$ cat config.mk
export PLATFORM = sky130hd
export DESIGN_NAME = spart_rx
export DESIGN_NICKNAME = d
export VERILOG_FILES = /design/src/rtl/spart_pkg.sv /design/src/rtl/spart_sync_edge.sv /design/src/rtl/spart_rx.sv
export SDC_FILE = /design/constraint.sdc
export NUM_CORES = 1
export LEC_CHECK = 0
export ABC_AREA = 1
export BUFFER_PORTS_ARGS = -buffer_cell sky130_fd_sc_hd__buf_2
export CAP_MARGIN = 20
export CORE_MARGIN = 4
export CORE_UTILIZATION = 60
export DETAILED_ROUTE_END_ITERATION = 10
export GPL_TIMING_DRIVEN = 0
export PLACE_DENSITY = 0.81
export SYNTH_ARGS = -nofsm -noshare
export SYNTH_HDL_FRONTEND = slang
export SYNTH_SLANG_ARGS = --single-unit
export TNS_END_PERCENT = 1
$ cat constraint.sdc
create_clock -name clk -period 4.3 [get_ports clk]
set_clock_uncertainty 0.05 [all_clocks]
set_input_delay 0.645 -clock clk [delete_from_list [all_inputs] [get_ports clk]]
set_output_delay 0.645 -clock clk [all_outputs]
set_load 0.05 [all_outputs]
$ cat src/rtl/spart_pkg.sv
// spart_pkg: definitions shared by the mini SPART transmit, receive and
// baud-generator blocks.
//   spart_state_e  - serial frame FSM state encoding
//   OVERSAMPLE_DEF - default number of enable pulses per bit period
//   DATA_BITS_DEF  - default payload width
//   START_BIT / STOP_BIT - 8N1 framing line levels
package spart_pkg;

  typedef enum logic [1:0] {
    IDLE  = 2'd0,
    START = 2'd1,
    DATA  = 2'd2,
    STOP  = 2'd3
  } spart_state_e;

  localparam int unsigned OVERSAMPLE_DEF = 16;
  localparam int unsigned DATA_BITS_DEF  = 8;

  localparam logic START_BIT = 1'b0;
  localparam logic STOP_BIT  = 1'b1;

endpackage

$ cat src/rtl/spart_sync_edge.sv
// spart_sync_edge: two-flop synchroniser for an asynchronous serial line, plus
// one flop holding the previous synchronised value for falling-edge detection.
// All flops reset high so an idle line produces no edge out of reset.
//   clk_i  - system clock
//   rst_i  - asynchronous active-high reset
//   d_i    - asynchronous serial input
//   d_s_o  - synchronised line level
//   fall_o - synchronised line went high-to-low this cycle
module spart_sync_edge (
  input  logic clk_i,
  input  logic rst_i,
  input  logic d_i,
  output logic d_s_o,
  output logic fall_o
);

  logic meta_q;
  logic sync_q;
  logic prev_q;

  always_ff @(posedge clk_i or posedge rst_i) begin
    if (rst_i) begin
      meta_q <= 1'b1;
      sync_q <= 1'b1;
      prev_q <= 1'b1;
    end else begin
      meta_q <= d_i;
      sync_q <= meta_q;
      prev_q <= sync_q;
    end
  end

  assign d_s_o  = sync_q;
  assign fall_o = prev_q & ~sync_q;

endmodule

$ cat src/rtl/spart_rx.sv
// spart_rx: UART receive stage of the mini SPART. Deserialises 8N1 frames,
// LSB first, using a 16x oversampling enable shared with the transmitter.
//   clk     - system clock
//   rst     - asynchronous active-high reset
//   en      - one-clk pulse at OVERSAMPLE x baud
//   RxD     - serial line, asynchronous, idle high
//   clr_rda - one-clk pulse from bus interface when data is read
//   data    - last correctly framed byte
//   rda     - receive data available
//   ferr    - last frame had its stop bit sampled low
//   oerr    - a byte completed while rda was still set
module spart_rx
  import spart_pkg::*;
#(
  parameter int unsigned DATA_BITS  = DATA_BITS_DEF,
  parameter int unsigned OVERSAMPLE = OVERSAMPLE_DEF
) (
  input  logic                 clk,
  input  logic                 rst,
  input  logic                 en,
  input  logic                 RxD,
  input  logic                 clr_rda,
  output logic [DATA_BITS-1:0] data,
  output logic                 rda,
  output logic                 ferr,
  output logic                 oerr
);

  localparam int unsigned TW = $clog2(OVERSAMPLE);
  localparam int unsigned BW = $clog2(DATA_BITS + 1);

  localparam logic [TW-1:0] TICK_HALF = TW'(OVERSAMPLE / 2 - 1);
  localparam logic [TW-1:0] TICK_FULL = TW'(OVERSAMPLE - 1);
  localparam logic [TW-1:0] TICK_ONE  = TW'(1);
  localparam logic [BW-1:0] BIT_ONE   = BW'(1);
  localparam logic [BW-1:0] BIT_LAST  = BW'(DATA_BITS - 1);

  logic rxd_s;
  logic fall;

  spart_sync_edge u_sync (
    .clk_i  (clk),
    .rst_i  (rst),
    .d_i    (RxD),
    .d_s_o  (rxd_s),
    .fall_o (fall)
  );

  spart_state_e         state_q;
  logic [TW-1:0]        tick_q;
  logic [BW-1:0]        bit_q;
  logic [DATA_BITS-1:0] shift_q;
  logic [DATA_BITS-1:0] data_q;
  logic                 rda_q;
  logic                 ferr_q;
  logic                 oerr_q;

  always_ff @(posedge clk or posedge rst) begin
    if (rst) begin
      state_q <= IDLE;
      tick_q  <= '0;
      bit_q   <= '0;
      shift_q <= '0;
      data_q  <= '0;
      rda_q   <= 1'b0;
      ferr_q  <= 1'b0;
      oerr_q  <= 1'b0;
    end else begin
      // Bus read clears status; a byte completing in the same cycle
      // overrides rda below, so the completion wins.
      if (clr_rda) begin
        rda_q  <= 1'b0;
        oerr_q <= 1'b0;
      end

      unique case (state_q)
        IDLE: begin
          // Edge detection runs every clk; only a fresh high-to-low
          // transition starts a frame, so a held-low line cannot retrigger.
          if (fall) begin
            tick_q  <= TICK_HALF;
            state_q <= START;
          end
        end

        START: begin
          if (en) begin
            if (tick_q != '0) begin
              tick_q <= tick_q - TICK_ONE;
            end else if (rxd_s == START_BIT) begin
              tick_q  <= TICK_FULL;
              bit_q   <= '0;
              state_q <= DATA;
            end else begin
              state_q <= IDLE;
            end
          end
        end

        DATA: begin
          if (en) begin
            if (tick_q != '0) begin
              tick_q <= tick_q - TICK_ONE;
            end else begin
              shift_q <= {rxd_s, shift_q[DATA_BITS-1:1]};
              tick_q  <= TICK_FULL;
              bit_q   <= bit_q + BIT_ONE;
              if (bit_q == BIT_LAST) begin
                state_q <= STOP;
              end
            end
          end
        end

        STOP: begin
          if (en) begin
            if (tick_q != '0) begin
              tick_q <= tick_q - TICK_ONE;
            end else begin
              state_q <= IDLE;
              if (rxd_s == STOP_BIT) begin
                data_q <= shift_q;
                rda_q  <= 1'b1;
                ferr_q <= 1'b0;
                if (rda_q && !clr_rda) begin
                  oerr_q <= 1'b1;
                end
              end else begin
                ferr_q <= 1'b1;
              end
            end
          end
        end

        default: state_q <= IDLE;
      endcase
    end
  end

  assign data = data_q;
  assign rda  = rda_q;
  assign ferr = ferr_q;
  assign oerr = oerr_q;

endmodule

==> results_dict.tcl, run 1 <==
set metrics [dict create \
    synth-seq-cells 32 \
    core_mm2 0.002500 \
    max-slew-margin-rel_pct 66.45 \
    dieHeight_um 59.61 \
    grt_pass1_vias 1252 \
    die-area_mm2 0.003553 \
    hold_viol 0 \
    area_delta_synth_final_pct 12.61 \
    max_stage_delay_ns 0.46 \
    synth.avg_cell_area_um2 8.637 \
    routed_via_density 5.201 \
    antenna_found_initial 0 \
    power_mw 1.323 \
    syn_area_mm2 0.001598 \
    power_leakage_nw 1.015 \
    cp-end-kind "flop" \
    path_buf_inv 2 \
    gp_congestion 0.9261 \
    diodes 0 \
    synth_warnings 0 \
    holdWs_ns 0.2712 \
    r2r-end "tick_q[1]" \
    nets 220 \
    yosysTopAreaCell "dfrtp_1" \
    grt_use_met2_pct 32.29 \
    drt_iter0_drc 53 \
    synth_area_leaders "dfrtp_1 45%, nand2_1 13%, inv_1 6.6%, ha_1 5.5%, dfstp_2 4.9%" \
    hpwl_um 2193 \
    maxSlewViolCount 0 \
    multiInputGateArea_um2 654.4 \
    crit_family "simple AND/OR/NAND/NOR gates" \
    start_kind "flop" \
    grtUsageMet3_pct 5.882 \
    fillers 190 \
    rsz0062_at_grt "no" \
    start_util_pct 63.91 \
    synthFlopType "dfrtp_1" \
    dp_cells 231 \
    synthArstFlopShare_pct 100.0 \
    clk_latency_ns 0.34 \
    dr.pass1.iters 4 \
    syn_nets 197 \
    worstSetupPathType "reg -> reg" \
    syn_inst 185 \
    cts_tree "yes" \
    routedWlPerCell_um 12.76 \
    instances_no_fill 239 \
    r2r_cells 9 \
    cts_resized 0 \
    status "complete, no violations" \
    busiest_layer "met2" \
    grt_max_degree 23 \
    critical_path_required_ns 4.50 \
    io_pins 16 \
    max-cap-violations 0 \
    crit_arrival_ns 1.94 \
    vias 1243 \
    totalWireLength_um 3050 \
    yosysSeqAreaShare_pct 50.35 \
    clkTransAtPathRegs_ns 0.11 \
    grt_pass1_wl_um 5471 \
    synth_commonest_cells "54 x nand2_1, 29 x dfrtp_1, 28 x inv_1, 15 x o21ai_0, 13 x nand3_1" \
    yosysMostFrequentCell "nand2_1" \
    setup_viol 0 \
    portBuffers 15 \
    cpMostUsedCell "nand2_1" \
    numCtsBuffers 5 \
    r2r_slack_ns 2.56 \
    hold_buffers 0 \
    path_cells "inv_1 > ha_1 > nor2_1 > nand2_1 > nand2_1 > nand3_1 > inv_1 > nand2_1 > o21ai_0" \
    tightest_slew_ns 0.5027 \
    htree_num_levels 2 \
    die_w_um 59.61 \
    hold_class "in -> async" \
    r2r_start "state_q[0]" \
    path_max_fanout 7 \
    drc 0 \
    slowest_stage "dfrtp_1" \
    fin_crit_sh_pct 40.43 \
    final_layout_size_suffix_gt1_share_pct 22.01 \
    synth.distinct_cells 22 \
    grt_overflow_total 0 \
    cts_buffer_depth 2 \
    postCtsSetupBuffers 0 \
    tns_ns 0 \
    fp-row-count 18 \
    ir_drop_v 0.0005590 \
    fmax_mhz 575.2 \
    yosysTopAreaCellShare_pct 45.42 \
    ant_nets 0 \
    cts_sinks 32 \
    layout_min_cycle_time_ns 1.739 \
    track_usage_pct 21.29 \
    cts-root-buf "clkbuf_4" \
    synth-edff-count 0 \
    regArea_um2 804.5 \
    met1_usage_pct 27.18 \
    power.density_mw_per_mm2 735.2 \
]
## cell families (layout without fill, tap and decap cells)
kind of cell	after synthesis	in the layout	synth area share (%)
XOR/XNOR	2	2	1.097
AO/OA/AOI/OAI	28	28	11.04
buffers and inverters	32	56	8.692
adder cells (fa/ha/maj)	7	7	5.481
AND/OR/NAND/NOR	84	84	23.34
flip-flops	32	32	50.35
## where the power goes
part / switching [mW] / internal, mW / total [mW]
Combinational: 0.460 / 0.199 / 0.659
Clock: 0.105 / 0.0777 / 0.183
Sequential: 0.0728 / 0.409 / 0.481
Total: 0.637 / 0.685 / 1.32
## worst register-to-register path: stages (launching register included)
cell	delay (ns)
dfrtp_1	0.46
inv_1	0.11
ha_1	0.29
nor2_1	0.14
nand2_1	0.09
nand2_1	0.08
nand3_1	0.13
inv_1	0.15
nand2_1	0.07
o21ai_0	0.08
## metrics by stage
| stage | worst slack [ns] | utilization, % | area [um2] |
|---|---|---|---|
| after global placement | 2.540 | 68.42 | 1710 |
| after global routing | 2.361 | 71.97 | 1799 |
| after floorplan | 2.874 | - | 1598 |
| final | 2.561 | 71.97 | 1799 |
| after detailed placement | 2.621 | 69.52 | 1738 |
| after CTS | 2.585 | 71.97 | 1799 |
## placed cells by master (no fill, tap or decap), drive strengths merged
cell type	instances
a21oi	2
buf	18
clkbuf	6
clkinv	2
dfrtp	29
dfstp	3
ha	7
inv	30
nand2	57
nand3	13
nand4	1
nor2	12
o21a	1
o21ai	25
or2	1
xnor2	2
## worst max-delay path by stage
stage / end / cells after the start / from
6_report: tick_q[1] / 9 / state_q[0]
5_1_grt: tick_q[1] / 9 / state_q[0]
4_1_cts: tick_q[1] / 9 / state_q[0]
3_5_place_dp: tick_q[1] / 9 / state_q[0]
3_3_place_gp: tick_q[0] / 2 / rst
2_1_floorplan: flop / 8 / state_q[0]
## routing by layer
| metal | wire length [um] | vias up |
|---|---|---|
| li1 | - | 618 |
| met1 | 1307 | 586 |
| met2 | 1490 | 29 |
| met3 | 157 | 10 |
| met4 | 94 | 0 |
| met5 | 0 | - |
## flip-flops by register name, indices dropped and copies added, names as in the netlist, named ones only
name	count
oerr	1
bit_q	4
u_sync.d_s_o	1
state_q	1
tick_q	4
u_sync.meta_q	1
u_sync.prev_q	1
shift_q	8
data	8
ferr	1
rda	1
## layout make-up
type,count,area share (%)
plain buffers,2,1.460
multi-input cells,121,36.37
inverters,30,6.259
clock buffers,6,2.851
well taps,30,2.086
repair buffers,16,5.702
flip-flops and latches,32,44.71
clock inverters,2,0.5563
Power figures use the tool's default switching activity.
==> run 2: changes to the inputs <==
--- a/config.mk
+++ b/config.mk
@@ -5,14 +5,14 @@
 export SDC_FILE = /design/constraint.sdc
 export NUM_CORES = 1
 export LEC_CHECK = 0
-export ABC_AREA = 1
+export ABC_AREA = 0
 export BUFFER_PORTS_ARGS = -buffer_cell sky130_fd_sc_hd__buf_2
 export CAP_MARGIN = 20
 export CORE_MARGIN = 4
-export CORE_UTILIZATION = 60
+export CORE_UTILIZATION = 57
 export DETAILED_ROUTE_END_ITERATION = 10
 export GPL_TIMING_DRIVEN = 0
-export PLACE_DENSITY = 0.81
+export PLACE_DENSITY = 0.78
 export SYNTH_ARGS = -nofsm -noshare
 export SYNTH_HDL_FRONTEND = slang
 export SYNTH_SLANG_ARGS = --single-unit
==> constraint.sdc (replaced) <==
create_clock -name clk -period 1.7 [get_ports clk]
set_clock_uncertainty 0.05 [all_clocks]
set_input_delay 0.255 -clock clk [delete_from_list [all_inputs] [get_ports clk]]
set_output_delay 0.255 -clock clk [all_outputs]
set_load 0.05 [all_outputs]
==> run 2 against run 1 <==
  * The run now ends with negative setup slack left
  * First-iteration DRC count grew 74%
  * Count of clock-buffer cells in the layout increased by 1
  * Register-to-register slack got worse by 2.6 ns
  * Fmax barely moved
  * Area after synthesis decreased by 3.3%
  * Design area up 8.8%
  * Hold slack got worse by 0.24 ns
  * Highest routed layer unchanged
  * Largest cell class unchanged
  * Critical path type unchanged
  * Sequential share of layout area is 3.6 points lower
  * Cell count fell by 13%
  * Synthesized cell count is 23% lower
==> results_dict.tcl, run 2 <==
set metrics [dict create \
    crit_start "state_q[0]" \
    fin_crit_sh_pct 102.4 \
    tns_ns -0.06876 \
    ant_nets 0 \
    synth_compound_area_share_pct 11.66 \
    yosysTopAreaCell "dfrtp_1" \
    path_depth 8 \
    violations "negative setup slack" \
    synth.distinct_cells 35 \
    fin_ws_ns -0.04000 \
    synth-seq-cells 32 \
    yosysTopAreaCellShare_pct 46.96 \
    nets 190 \
    power_mw 3.085 \
    die_w_um 60.07 \
    drt_iter0_drc 92 \
    path_cells "inv_4 > ha_2 > buf_6 > nor3_4 > o2bb2ai_2 > buf_6 > o31ai_4 > o31ai_2" \
    synth-simple-area-share_pct 18.06 \
    die-area_mm2 0.003608 \
    synthAdderAreaFrac_pct 5.668 \
    routed_via_density 5.761 \
    worstSetupPathType "reg -> reg" \
    grt_pass1_wl_um 5333 \
    holdPathStages 2 \
    area_delta_synth_final_pct 26.72 \
    htree_num_levels 2 \
    track_usage_pct 20.43 \
    synth_top_family_by_area "simple AND/OR/NAND/NOR gates" \
    muxShareOfSynthArea_pct 8.421 \
    max-slew-margin-rel_pct 69.75 \
    synthFlopType "dfrtp_1" \
    setup_viol 3 \
    start_kind "flop" \
    combPwrFrac_pct 51.6 \
    status "complete, but fails checks" \
    synthXorXnorAreaFrac_pct 0 \
    hold_class "in -> reg" \
    slowest_stage "dfrtp_2" \
    antenna_found_initial 0 \
    path_buf_inv 3 \
    synth_warnings 0 \
    max_stage_delay_ns 0.44 \
    final_cell_mix "29 x nand2_1, 28 x dfrtp_1, 15 x buf_2" \
    synth-edff-count 0 \
    sequentialPowerShare_pct 33.2 \
    gp_congestion 0.9296 \
    synthArstFlopShare_pct 100.0 \
    layout_min_cycle_time_ns 1.740 \
    dp_cells 189 \
    switching_share_pct 40.45 \
    syn_inst 143 \
    power_leakage_nw 0.9804 \
    synth.avg_cell_area_um2 10.81 \
    dieHeight_um 60.07 \
    diodes 0 \
    power_switching_mw 1.248 \
    cp-end-kind "flop" \
    totalWireLength_um 3324 \
    hp-start "clr_rda" \
    core_mm2 0.002522 \
    critical_path_required_ns 1.87 \
    max-cap-violations 0 \
    routedWlPerCell_um 15.90 \
    fp-row-count 18 \
    portBuffers 15 \
    dr.pass1.iters 4 \
    cts_tree "yes" \
    synth_commonest_cells "30 x nand2_1, 29 x dfrtp_1, 8 x inv_1, 8 x mux2_2" \
    cts-root-buf "clkbuf_4" \
    r2r_slack_ns -0.04 \
    start_util_pct 61.26 \
    maxSlewViolCount 0 \
    power.density_mw_per_mm2 1576 \
    io_pins 16 \
    vias 1204 \
    rsz0062_at_grt "yes" \
    syn_area_mm2 0.001545 \
    instances_no_fill 209 \
    syn_nets 155 \
    cpMostUsedCell "buf_6" \
    crit_arrival_ns 1.91 \
    grt_pass1_vias 1190 \
    clockPowerShare_pct 15.1 \
    r2r_cells 8 \
    ir_drop_v 0.001205 \
    numCtsBuffers 5 \
    grt_max_degree 25 \
    grt_overflow_total 0 \
    cts_sinks 32 \
    hpwl_um 2073 \
    yosysSeqAreaShare_pct 52.06 \
    r2r_start "state_q[0]" \
    clkTransAtPathRegs_ns 0.11 \
    synth_area_leaders "dfrtp_1 47%, nand2_1 7.3%, mux2_2 5.8%, ha_1 5.7%, dfstp_2 5.1%" \
    drc 0 \
    hold_viol 0 \
    fmax_mhz 574.7 \
    cts_buffer_depth 2 \
    final_common_cell "nand2_1" \
    path_max_fanout 7 \
    yosysMostFrequentCell "nand2_1" \
    crit_family "flip-flops" \
    clk_latency_ns 0.33 \
    final_layout_size_suffix_gt1_share_pct 38.55 \
    tightest_slew_ns 0.4533 \
    p_int_mw 1.837 \
]
run 2: cell count changes after synthesis, sizes merged, moves of 4 or more:
cell,change
mux2i,+4
mux2,+8
nor2,-5
o21ai,-19
nand2b,+4
inv,-22
nand3,-10
nand2,-26
run 2: final timing paths:
path	end
setup / recovery	tick_q[0]
hold / removal	oerr
setup reg to reg	tick_q[0]
hold reg to reg	u_sync.d_s_o
max in group asynchronous	u_sync.prev_q
min in group asynchronous	bit_q[3]
run 2: cell families after synthesis:
| logic type | Yosys count |
|---|---|
| AO/OA/AOI/OAI | 25 |
| adder cells (fa/ha/maj) | 7 |
| buffers and inverters | 11 |
| flip-flops | 32 |
| multiplexers | 12 |
| AND/OR/NAND/NOR | 56 |
run 2: power by group through the flow:
stage	combinational, mW	clock (mW)	sequential, mW
finish	1.59	0.466	1.03
CTS	1.22	0.477	1.01
global route	1.72	0.518	1.04
global placement	0.985	0	1.01
detailed placement	1.04	0	1.03
floorplan	0.798	0	1.04
run 2: repair_timing:
| item | in CTS | in global routing |
|---|---|---|
| hold buffers | 2 | 0 |
| pin swaps | 3 | 2 |
| setup endpoints to repair | 23 | 28 |
| gates resized for setup | 8 | 17 |
| buffers inserted | 4 | 6 |
| hold endpoints to repair | 7 | 0 |
run 2: layer usage:
| layer | part of all wire [%] | track usage, % | vias to the layer above |
|---|---|---|---|
| li1 | - | - | 569 |
| met1 | 43 | 24.68 | 595 |
| met2 | 50 | 32.72 | 32 |
| met3 | 4.9 | 6.263 | 8 |
| met5 | 0 | 0 | - |
| met4 | 2.3 | 10.44 | 0 |
run 2: worst reg2reg max path, stage by stage, from the launching register on:
cell and delay (ns):
dfrtp_2 0.44, inv_4 0.07, ha_2 0.18, buf_6 0.13, nor3_4 0.20, o2bb2ai_2 0.11, buf_6 0.13, o31ai_4 0.22
o31ai_2 0.09
run 2: layout make-up:
class / instances / area [um2]
buffer: 3 / 33.78
clock buffer: 7 / 55.05
clock inverter: 1 / 7.507
fill: 165 / 564.3
inverter: 8 / 32.53
multi-input combinational: 100 / 784.5
sequential: 32 / 805.8
tap: 30 / 37.54
timing repair buffer: 28 / 201.4
run 2: metrics by stage:
step,worst slack [ns],instance area [um2],util (%),hold slack (ns)
floorplan,0.007110,1551,-,0.2095
global placement,-0.1088,1664,65.97,0.2964
detailed placement,-0.1394,1692,67.06,0.2264
CTS,-0.009709,1834,72.72,0.01971
global route,-0.1100,1958,77.63,0.02359
finish,-0.04000,1958,77.63,0.03076
